## config.mk

```make
export PLATFORM = sky130hd
export DESIGN_NAME = dcache_tbus_arbiter
export DESIGN_NICKNAME = d
export VERILOG_FILES = /design/src/rtl/trinity_tbus_pkg.sv /design/src/rtl/dcache_tbus_arbiter.sv
export SDC_FILE = /design/constraint.sdc
export NUM_CORES = 1
export LEC_CHECK = 0
export BUFFER_PORTS_ARGS = -buffer_cell sky130_fd_sc_hd__buf_2
export CAP_MARGIN = 20
export CORE_AREA = 5 5 227 229
export CTS_BUF_LIST = sky130_fd_sc_hd__clkbuf_8 sky130_fd_sc_hd__clkbuf_16
export DETAILED_ROUTE_END_ITERATION = 6
export DIE_AREA = 0 0 232 234
export PLACE_DENSITY = 0.48
export REMOVE_ABC_BUFFERS = 1
export SYNTH_ARGS = -nofsm -noshare
export SYNTH_HDL_FRONTEND = slang
export SYNTH_SLANG_ARGS = --single-unit
export TNS_END_PERCENT = 1
```

## constraint.sdc

```tcl
create_clock -name clock -period 1.7 [get_ports clock]
set_input_delay 0.085 -clock clock [delete_from_list [all_inputs] [get_ports clock]]
set_output_delay 0.085 -clock clock [all_outputs]
set_load 0.005 [all_outputs]
```

## src/rtl/trinity_tbus_pkg.sv

```systemverilog
// Shared types for the dcache T-bus arbiter: FSM states, owner encoding,
// bus widths and the latched request payload.
package trinity_tbus_pkg;

  localparam int unsigned RESULT_W = 64;
  localparam int unsigned SRC_W    = 64;
  localparam int unsigned MASK_W   = 64;
  localparam int unsigned OPTYPE_W = 3;
  localparam int unsigned STARVE_W = 4;

  typedef enum logic [1:0] {
    ST_IDLE = 2'd0,
    ST_REQ  = 2'd1,
    ST_WAIT = 2'd2
  } tbus_state_e;

  typedef enum logic {
    OWN_LOAD = 1'b0,
    OWN_SQ   = 1'b1
  } tbus_owner_e;

  typedef struct packed {
    logic [RESULT_W-1:0] index;
    logic [SRC_W-1:0]    write_data;
    logic [MASK_W-1:0]   write_mask;
    logic [OPTYPE_W-1:0] operation_type;
  } tbus_req_t;

endpackage

```

## src/rtl/dcache_tbus_arbiter.sv

```systemverilog
// Arbitrates load and store-queue requests onto the single dcache T-bus, one
// transaction at a time. Define TBUS_ARB_RR_EN for round-robin arbitration.
module dcache_tbus_arbiter
  import trinity_tbus_pkg::*;
#(
  parameter logic [STARVE_W-1:0] SQ_STARVE_MAX = 4'd8
) (
  input  logic                clock,
  input  logic                reset_n,
  input  logic                load2arb_tbus_index_valid,
  output logic                load2arb_tbus_index_ready,
  input  logic [RESULT_W-1:0] load2arb_tbus_index,
  input  logic [OPTYPE_W-1:0] load2arb_tbus_operation_type,
  output logic                load2arb_tbus_operation_done,
  input  logic                sq2arb_tbus_index_valid,
  output logic                sq2arb_tbus_index_ready,
  input  logic [RESULT_W-1:0] sq2arb_tbus_index,
  input  logic [SRC_W-1:0]    sq2arb_tbus_write_data,
  input  logic [MASK_W-1:0]   sq2arb_tbus_write_mask,
  input  logic [OPTYPE_W-1:0] sq2arb_tbus_operation_type,
  output logic                sq2arb_tbus_operation_done,
  output logic [RESULT_W-1:0] arb2req_tbus_read_data,
  output logic                arb2dcache_tbus_index_valid,
  input  logic                arb2dcache_tbus_index_ready,
  output logic [RESULT_W-1:0] arb2dcache_tbus_index,
  output logic [SRC_W-1:0]    arb2dcache_tbus_write_data,
  output logic [MASK_W-1:0]   arb2dcache_tbus_write_mask,
  output logic [OPTYPE_W-1:0] arb2dcache_tbus_operation_type,
  input  logic [RESULT_W-1:0] arb2dcache_tbus_read_data,
  input  logic                arb2dcache_tbus_operation_done,
  input  logic                mem2dcache_flush
);

  tbus_state_e state;
  tbus_owner_e owner;
  tbus_req_t   req_q;
  tbus_req_t   load_req;
  tbus_req_t   sq_req;
  logic        valid_q;
  logic        kill;
  logic        rst_hold;
`ifdef TBUS_ARB_RR_EN
  tbus_owner_e rr_ptr;
`else
  logic [STARVE_W-1:0] starve_cnt;
`endif

  logic grant_ok;
  logic load_ok;
  logic sq_ok;
  logic sq_win;
  logic grant_any;
  logic done_fire;

  assign load_req = {load2arb_tbus_index, SRC_W'(0), MASK_W'(0), load2arb_tbus_operation_type};
  assign sq_req   = {sq2arb_tbus_index, sq2arb_tbus_write_data, sq2arb_tbus_write_mask,
                     sq2arb_tbus_operation_type};

  // Grants only from IDLE, never in the reset cycle or the cycle right after it.
  assign grant_ok = (state == ST_IDLE) && !reset_n && !rst_hold;
  assign load_ok  = grant_ok && load2arb_tbus_index_valid && !mem2dcache_flush;
  assign sq_ok    = grant_ok && sq2arb_tbus_index_valid;
`ifdef TBUS_ARB_RR_EN
  assign sq_win   = sq_ok && (!load_ok || (rr_ptr == OWN_SQ));
`else
  assign sq_win   = sq_ok && (!load_ok || (starve_cnt >= SQ_STARVE_MAX));
`endif
  assign grant_any = load_ok || sq_ok;

  assign load2arb_tbus_index_ready = load_ok && !sq_win;
  assign sq2arb_tbus_index_ready   = sq_win;

  // Completion is only honoured in WAIT; a flushed load completes silently.
  assign done_fire = (state == ST_WAIT) && arb2dcache_tbus_operation_done && !reset_n;
  assign load2arb_tbus_operation_done = done_fire && (owner == OWN_LOAD) && !kill &&
                                        !mem2dcache_flush;
  assign sq2arb_tbus_operation_done   = done_fire && (owner == OWN_SQ);
  assign arb2req_tbus_read_data       = arb2dcache_tbus_read_data;

  assign arb2dcache_tbus_index_valid    = valid_q && !reset_n;
  assign arb2dcache_tbus_index          = req_q.index;
  assign arb2dcache_tbus_write_data     = req_q.write_data;
  assign arb2dcache_tbus_write_mask     = req_q.write_mask;
  assign arb2dcache_tbus_operation_type = req_q.operation_type;

  always_ff @(posedge clock) begin
    if (reset_n) begin
      state    <= ST_IDLE;
      owner    <= OWN_LOAD;
      req_q    <= '0;
      valid_q  <= 1'b0;
      kill     <= 1'b0;
      rst_hold <= 1'b1;
`ifdef TBUS_ARB_RR_EN
      rr_ptr   <= OWN_LOAD;
`else
      starve_cnt <= '0;
`endif
    end else begin
      rst_hold <= 1'b0;
      if ((state != ST_IDLE) && mem2dcache_flush && (owner == OWN_LOAD)) begin
        kill <= 1'b1;
      end
      case (state)
        ST_IDLE: begin
          if (grant_any) begin
            state   <= ST_REQ;
            valid_q <= 1'b1;
            owner   <= sq_win ? OWN_SQ : OWN_LOAD;
            req_q   <= sq_win ? sq_req : load_req;
          end
        end
        ST_REQ: begin
          if (arb2dcache_tbus_index_ready) begin
            state   <= ST_WAIT;
            valid_q <= 1'b0;
          end
        end
        ST_WAIT: begin
          if (arb2dcache_tbus_operation_done) begin
            state <= ST_IDLE;
            kill  <= 1'b0;
          end
        end
        default: begin
          state   <= ST_IDLE;
          valid_q <= 1'b0;
        end
      endcase
`ifdef TBUS_ARB_RR_EN
      if (grant_any) begin
        rr_ptr <= sq_win ? OWN_LOAD : OWN_SQ;
      end
`else
      // Counts load grants the store queue has been passed over for.
      if (!sq2arb_tbus_index_valid || sq_win) begin
        starve_cnt <= '0;
      end else if (load2arb_tbus_index_ready) begin
        starve_cnt <= starve_cnt + STARVE_W'(1);
      end
`endif
    end
  end

endmodule
```

# Word level (Yosys, flattened, before mapping)
# Index checks and enable logic that the tools add are counted.
[totals]
ff_bits = 205
inputBits = 333
out_inout_bits = 264
wordCells = 64
[classes]
add_sub_neg = 1
magnitude_cmp = 1
eq_ne = 5
n_mux = 13
bitwise_logic = 2
reduce_logical = 32
[ops]
columns = ["op", "count"]
rows = [
  ["$mux W195", 1],
  ["$logic_and A1 B1 Y1", 16],
  ["$logic_not A1 Y1", 7],
  ["$mux W1", 7],
  ["$mux W2", 3],
  ["$ne A2 B2 Y1 const B", 3],
  ["$pmux W2 S3", 1],
  ["$reduce_and A3 Y1", 2],
  ["$add A4 B1 Y4 const B", 1],
  ["$ge A4 B4 Y1 const B", 1],
  ["$logic_or A1 B1 Y1", 3],
  ["$pmux W1 S3", 1],
  ["$eq A2 B1 Y1 const B", 1],
  ["$eq A2 B2 Y1 const B", 1],
  ["$logic_not A2 Y1", 1],
  ["$not A1 Y1", 2],
  ["$reduce_and A2 Y1", 1],
  ["$reduce_bool A2 Y1", 1],
  ["$reduce_or A2 Y1", 1],
]

# Depth between registers and ports, before layout
[depth]
depth_word = 10
ltp_mapped = 7
mapped_depth_nobuf = 5

# Worst setup path before layout
# No wires, ideal clock.
[synth_timing]
path_type = "register to register"
start = "reg state[1]"
end = "reg req_q, in the netlist arb2dcache_tbus_index[35]"
setup_time_ps = 119
t_arrival_ps = 1646
required_ps = 1581
setup_slack_ps = -65
stages_incl_launch_ff = 7
n_path_buf = 2
cell_sequence = "dfxtp_1 -> or4_1 -> nor2_1 -> nand2_2 -> buf_4 -> buf_6 -> o221a_1"
[synth_between]
elab_chain_cells = 9
word_cells_on_any_way = 12
cone_classes = "1 x mux; 11 x reduce/logical"
[synth_lines]
columns = ["item", "line", "source"]
rows = [
  ["start, declared", "dcache_tbus_arbiter.sv:34", "tbus_state_e state;"],
  ["start signal, assigned", "dcache_tbus_arbiter.sv:88", "state <= ST_IDLE;"],
  ["start signal, assigned", "dcache_tbus_arbiter.sv:107", "state <= ST_REQ;"],
  ["start signal, assigned", "dcache_tbus_arbiter.sv:115", "state <= ST_WAIT;"],
  ["$logic_not A2 Y1 *", "dcache_tbus_arbiter.sv:60, dcache_tbus_arbiter.sv:104", ""],
  ["$logic_and A1 B1 Y1 (2 in a row)", "dcache_tbus_arbiter.sv:60", "assign grant_ok = (state == ST_IDLE) && !reset_n && !rst_hold;"],
  ["$logic_and A1 B1 Y1 (2 in a row)", "dcache_tbus_arbiter.sv:61", "assign load_ok = grant_ok && load2arb_tbus_index_valid && !mem2dcache_flush;"],
  ["$logic_not A1 Y1", "dcache_tbus_arbiter.sv:66", "assign sq_win = sq_ok && (!load_ok || (starve_cnt >= SQ_STARVE_MAX));"],
  ["$logic_or A1 B1 Y1", "dcache_tbus_arbiter.sv:66", ""],
  ["$logic_and A1 B1 Y1", "dcache_tbus_arbiter.sv:66", ""],
  ["$mux W195", "dcache_tbus_arbiter.sv:110", "req_q <= sq_win ? sq_req : load_req;"],
  ["end signal, assigned", "dcache_tbus_arbiter.sv:110", ""],
  ["end, declared", "dcache_tbus_arbiter.sv:36", "tbus_req_t req_q;"],
]
# Every way passes the cells marked *; elsewhere a longest branch is shown, timed or not.
# A chain may end at the register's enable or synchronous reset.

# Final worst setup path
[layout_timing]
start = "reg rst_hold"
end = "out load2arb_tbus_index_ready"
[layout_between]
elab_chain_cells = 9
word_cells_on_any_way = 10
cone_classes = "10 x reduce/logical"
[layout_lines]
columns = ["item", "line", "source"]
rows = [
  ["start, declared", "dcache_tbus_arbiter.sv:41", "logic rst_hold;"],
  ["start signal, assigned", "dcache_tbus_arbiter.sv:93", "rst_hold <= 1'b1;"],
  ["start signal, assigned", "dcache_tbus_arbiter.sv:100", "rst_hold <= 1'b0;"],
  ["$logic_not A1 Y1 *", "dcache_tbus_arbiter.sv:60", ""],
  ["$logic_and A1 B1 Y1 *", "dcache_tbus_arbiter.sv:60", ""],
  ["$logic_and A1 B1 Y1 (2 in a row)", "dcache_tbus_arbiter.sv:61", ""],
  ["$logic_not A1 Y1", "dcache_tbus_arbiter.sv:66", ""],
  ["$logic_or A1 B1 Y1", "dcache_tbus_arbiter.sv:66", ""],
  ["$logic_and A1 B1 Y1", "dcache_tbus_arbiter.sv:66", ""],
  ["$logic_not A1 Y1", "dcache_tbus_arbiter.sv:70", "assign load2arb_tbus_index_ready = load_ok && !sq_win;"],
  ["$logic_and A1 B1 Y1 *", "dcache_tbus_arbiter.sv:70", ""],
  ["end, declared", "dcache_tbus_arbiter.sv:11", "output logic load2arb_tbus_index_ready,"],
]
# Marks and branches as above.

==> summary.txt <==
Cells and area
  – Area Overhead vs Synth: 81.63%
  – Nets: 1,712
  – Non-filler cells, final: 2,067
  – Share of layout cells above drive strength 1: a little over two fifths
  – Core Util, Final: around 28%

Status
  – Status: complete, but fails checks
  – Violated checks: negative setup slack

Routing
  – Wire length per cell: 17.90 µm
  – Remaining routing DRC violations: 0
  – Vias: 8,275
  – Post-DRT Antenna Nets: 0
  – DRT Pass-1 Iters: 4
  – DR iter-0 viols: 257
  – Average vias per placed instance: 4.003
  – Total Wirelength: ~37 mm

Power and ir drop
  – Worst VDD drop: 0.5442 mV
  – Leak Pwr: around 0.0065 µW
  – Internal power: slightly above 9000 µW
  – Switch Pwr: between 3000 and 4000 µW
  – Clock power frac: between 40% and 50%
  – Sequential Power Share: 43.0%
  – Switching power share of the total: 24.85%
  – PD cells: 891.0 mW/mm²
  – Logic gate share of total power: 16.2%
  – Power Total: 12,390 µW

Timing
  – Clock Skew: 0.009504 ns
  – Final Setup Violations: 185
  – PnR worst setup slack: -0.2921 ns
  – Period utilization: 117.2%
  – Slew @ Worst Pin: between 0.5 and 0.6 ns
  – TNS Setup: -20.06 ns
  – Minimum clock period: 1.992 ns
  – Fin Hold WS: 0.08520 ns
  – Final Max Slew Viols: 0
  – Worst slew margin: 61.16%
  – Final hold violations: 0
  – Achievable Freq: 502.0 MHz
  – RSZ-0062 raised after global routing: true

Worst setup path
  – Critical Path RT: 1.62 ns
  – R2r endpoint: arb2dcache_tbus_index[63]
  – Crit path max fanout: 3
  – Critical path capture point type: output pin
  – WP data arrival: ~1.9 ns
  – Reg-to-reg critical path startpoint: rst_hold
  – Worst Path Class, Setup: reg -> out
  – R2r setup slk: -0.20 ns
  – R2R cell count: 6
  – CP startpoint kind: flip-flop

Floorplan
  – Die Span Y: between 200 and 250 µm
  – Starting Density: roughly 15%
  – Die width: ~230 µm
  – Core area: approximately 0.049 mm²
  – Cell row count: between 80 and 90
  – Io pins: 597
  – Die area: 0.05429 mm²

GRT
  – Overall routing resource usage: 12.53%
  – First-pass GRT wire length: 53.03 mm
  – Pin count of the biggest net entering global routing: 70
  – GR Overflow Total: 0
  – Vias in the first global route: 8,718
  – Antenna violations before repair: 3

Synthesis
  – Syn_area_per_cell: 10.86 µm²
  – Syn Std Cell Area: 0.007657 mm²
  – Yosys reg bits: 205
  – Unique masters post-synth: 33
  – YS warnings: 0
  – Seq/Total Area, Yosys: 53.59%
  – Cells after Synth: 705

Clocking
  – CTS Buf Count: 24
  – Max clock buf depth: 3
  – Worst skew pair latency: 0.53 ns
  – Num Clock Sinks: 205
  – Clock-pin slew on the worst setup and hold paths: 0.06 ns
  – CTS tree: yes
  – Clock root cell: clkbuf_16
  – H-tree lvl count: 1

Run
  – Max_cap viols: 0

Min path
  – WHS Path Cells: 4
  – Hold Crit Start: reset_n
  – HP Class: in -> reg
  – WHS Endpoint: starve_cnt[3]

Placed design
  – Port bufs: 468
  – DP Wirelength: 25.42 mm
  – RD Place Congestion: roughly 0.76
  – Placed Cells: roughly 1.8k
## layout make-up
type,count,area (µm²)
fill,5025,35540
timing repair buffer,767,5378
sequential,205,4108
multi-input combinational,308,2534
tap,672,840.8
clock buffer,29,680.7
inverter,71,271.5
clock inverter,12,88.84
antenna,3,7.507
## cells in the final DEF (no fill, tap or decap), drive strengths merged, types with 2 or more instances in the layout
cell	count
nand3	2
o221a	67
a21oi	5
inv	73
nor2	7
diode	3
ha	2
nor2b	3
buf	500
nor3	4
a22o	128
clkinv	8
clkbuf	29
a21o	2
dfxtp	205
dlygate4sd3	267
o21ai	69
nand2	8
nor4	2
## how the worst max path moves through the flow
stage / endpoint / depth (start not counted) / slack, ns / start
3_5_place_dp: arb2dcache_tbus_index[32] / 6 / -0.16 / state[1]
4_1_cts: load2arb_tbus_index_ready / 7 / -0.37 / rst_hold
2_1_floorplan: arb2dcache_tbus_write_data[0] / 4 / -4.95 / load2arb_tbus_index_valid
3_3_place_gp: arb2dcache_tbus_index[23] / 5 / -0.16 / state[1]
6_report: load2arb_tbus_index_ready / 7 / -0.29 / rst_hold
5_1_grt: load2arb_tbus_index_ready / 7 / -0.39 / rst_hold
## routing by layer
layer / part of all wire, % / track usage [%] / vias up
met5: 0.24 / 1.607 / -
met4: 3.6 / 4.930 / 4
met3: 14 / 6.768 / 62
li1: - / - / 3856
met2: 43 / 19.56 / 560
met1: 39 / 14.33 / 3793
## power groups by stage
stage | clock, µW | sequential (µW) | combinational (µW)
2_1_floorplan | 0 | 5420 | 526
3_3_place_gp | 0 | 5420 | 1470
3_5_place_dp | 0 | 5410 | 1490
4_1_cts | 5310 | 5320 | 1990
5_1_grt | 5460 | 5360 | 2190
6_report | 5050 | 5330 | 2010
## cells by family after synthesis
family | Yosys count | share of synthesized area, %
AO/OA/AOI/OAI | 271 | 29.53
XOR/XNOR | 2 | 0.2288
adder cells (fa/ha/maj) | 2 | 0.3267
buffers and inverters | 192 | 13.91
flip-flops | 205 | 53.59
multiplexers | 1 | 0.1307
AND/OR/NAND/NOR | 32 | 2.288
## registers in the layout, summed over array words and instances, names as in the netlist, 2 cells and up
register,count
arb2dcache_tbus_index,64
arb2dcache_tbus_operation_type,3
arb2dcache_tbus_write_data,64
arb2dcache_tbus_write_mask,64
starve_cnt,4
state,2
## cell usage after synthesis, drive strengths merged
| master | n | area share (%) |
|---|---|---|
| or2 | 1 | 0.082 |
| inv | 71 | 3.5 |
| or3 | 1 | 0.082 |
| nand2 | 8 | 0.42 |
| ha | 2 | 0.33 |
| buf | 97 | 9.2 |
| or4 | 1 | 0.098 |
| nor4 | 2 | 0.36 |
| xnor2 | 1 | 0.11 |
| nor3b | 1 | 0.098 |
| mux2i | 1 | 0.13 |
| clkbuf | 24 | 1.2 |
| a21oi | 5 | 0.33 |
| a22o | 128 | 15 |
| xor2 | 1 | 0.11 |
| nand2b | 1 | 0.082 |
| dfxtp | 205 | 54 |
| o221a | 67 | 9.9 |
| nand3 | 2 | 0.13 |
| o21ai | 69 | 4.5 |
| a21o | 2 | 0.20 |
| nor2 | 7 | 0.34 |
| and3 | 1 | 0.082 |
| nor3 | 4 | 0.26 |
| nor2b | 3 | 0.25 |
## worst max-delay path, cell delays in order, from the launching register on
cell and delay [ns]:
dfxtp_2 0.32, or4_4 0.55, nor2_4 0.12, nand2_4 0.07
inv_6 0.07, buf_6 0.09, nor2_2 0.03, buf_2 0.12
## stage by stage
| step | area (µm²) | setup WS (ns) |
|---|---|---|
| CTS | 13880 | -0.3746 |
| global route | 13910 | -0.3900 |
| detailed placement | 10340 | -0.1586 |
| global placement | 10340 | -0.1645 |
| floorplan | 6859 | -4.950 |
| finish | 13910 | -0.2921 |
## timing repair
action / CTS / global route
gates resized for setup: 17 / 5
setup endpoints to repair: 196 / 198
endpoints found under the hold margin: 203 / 0
setup buffers: 5 / 0
pin swaps: 4 / 6
hold buffers: 267 / 0
Power figures use the tool's default switching activity.
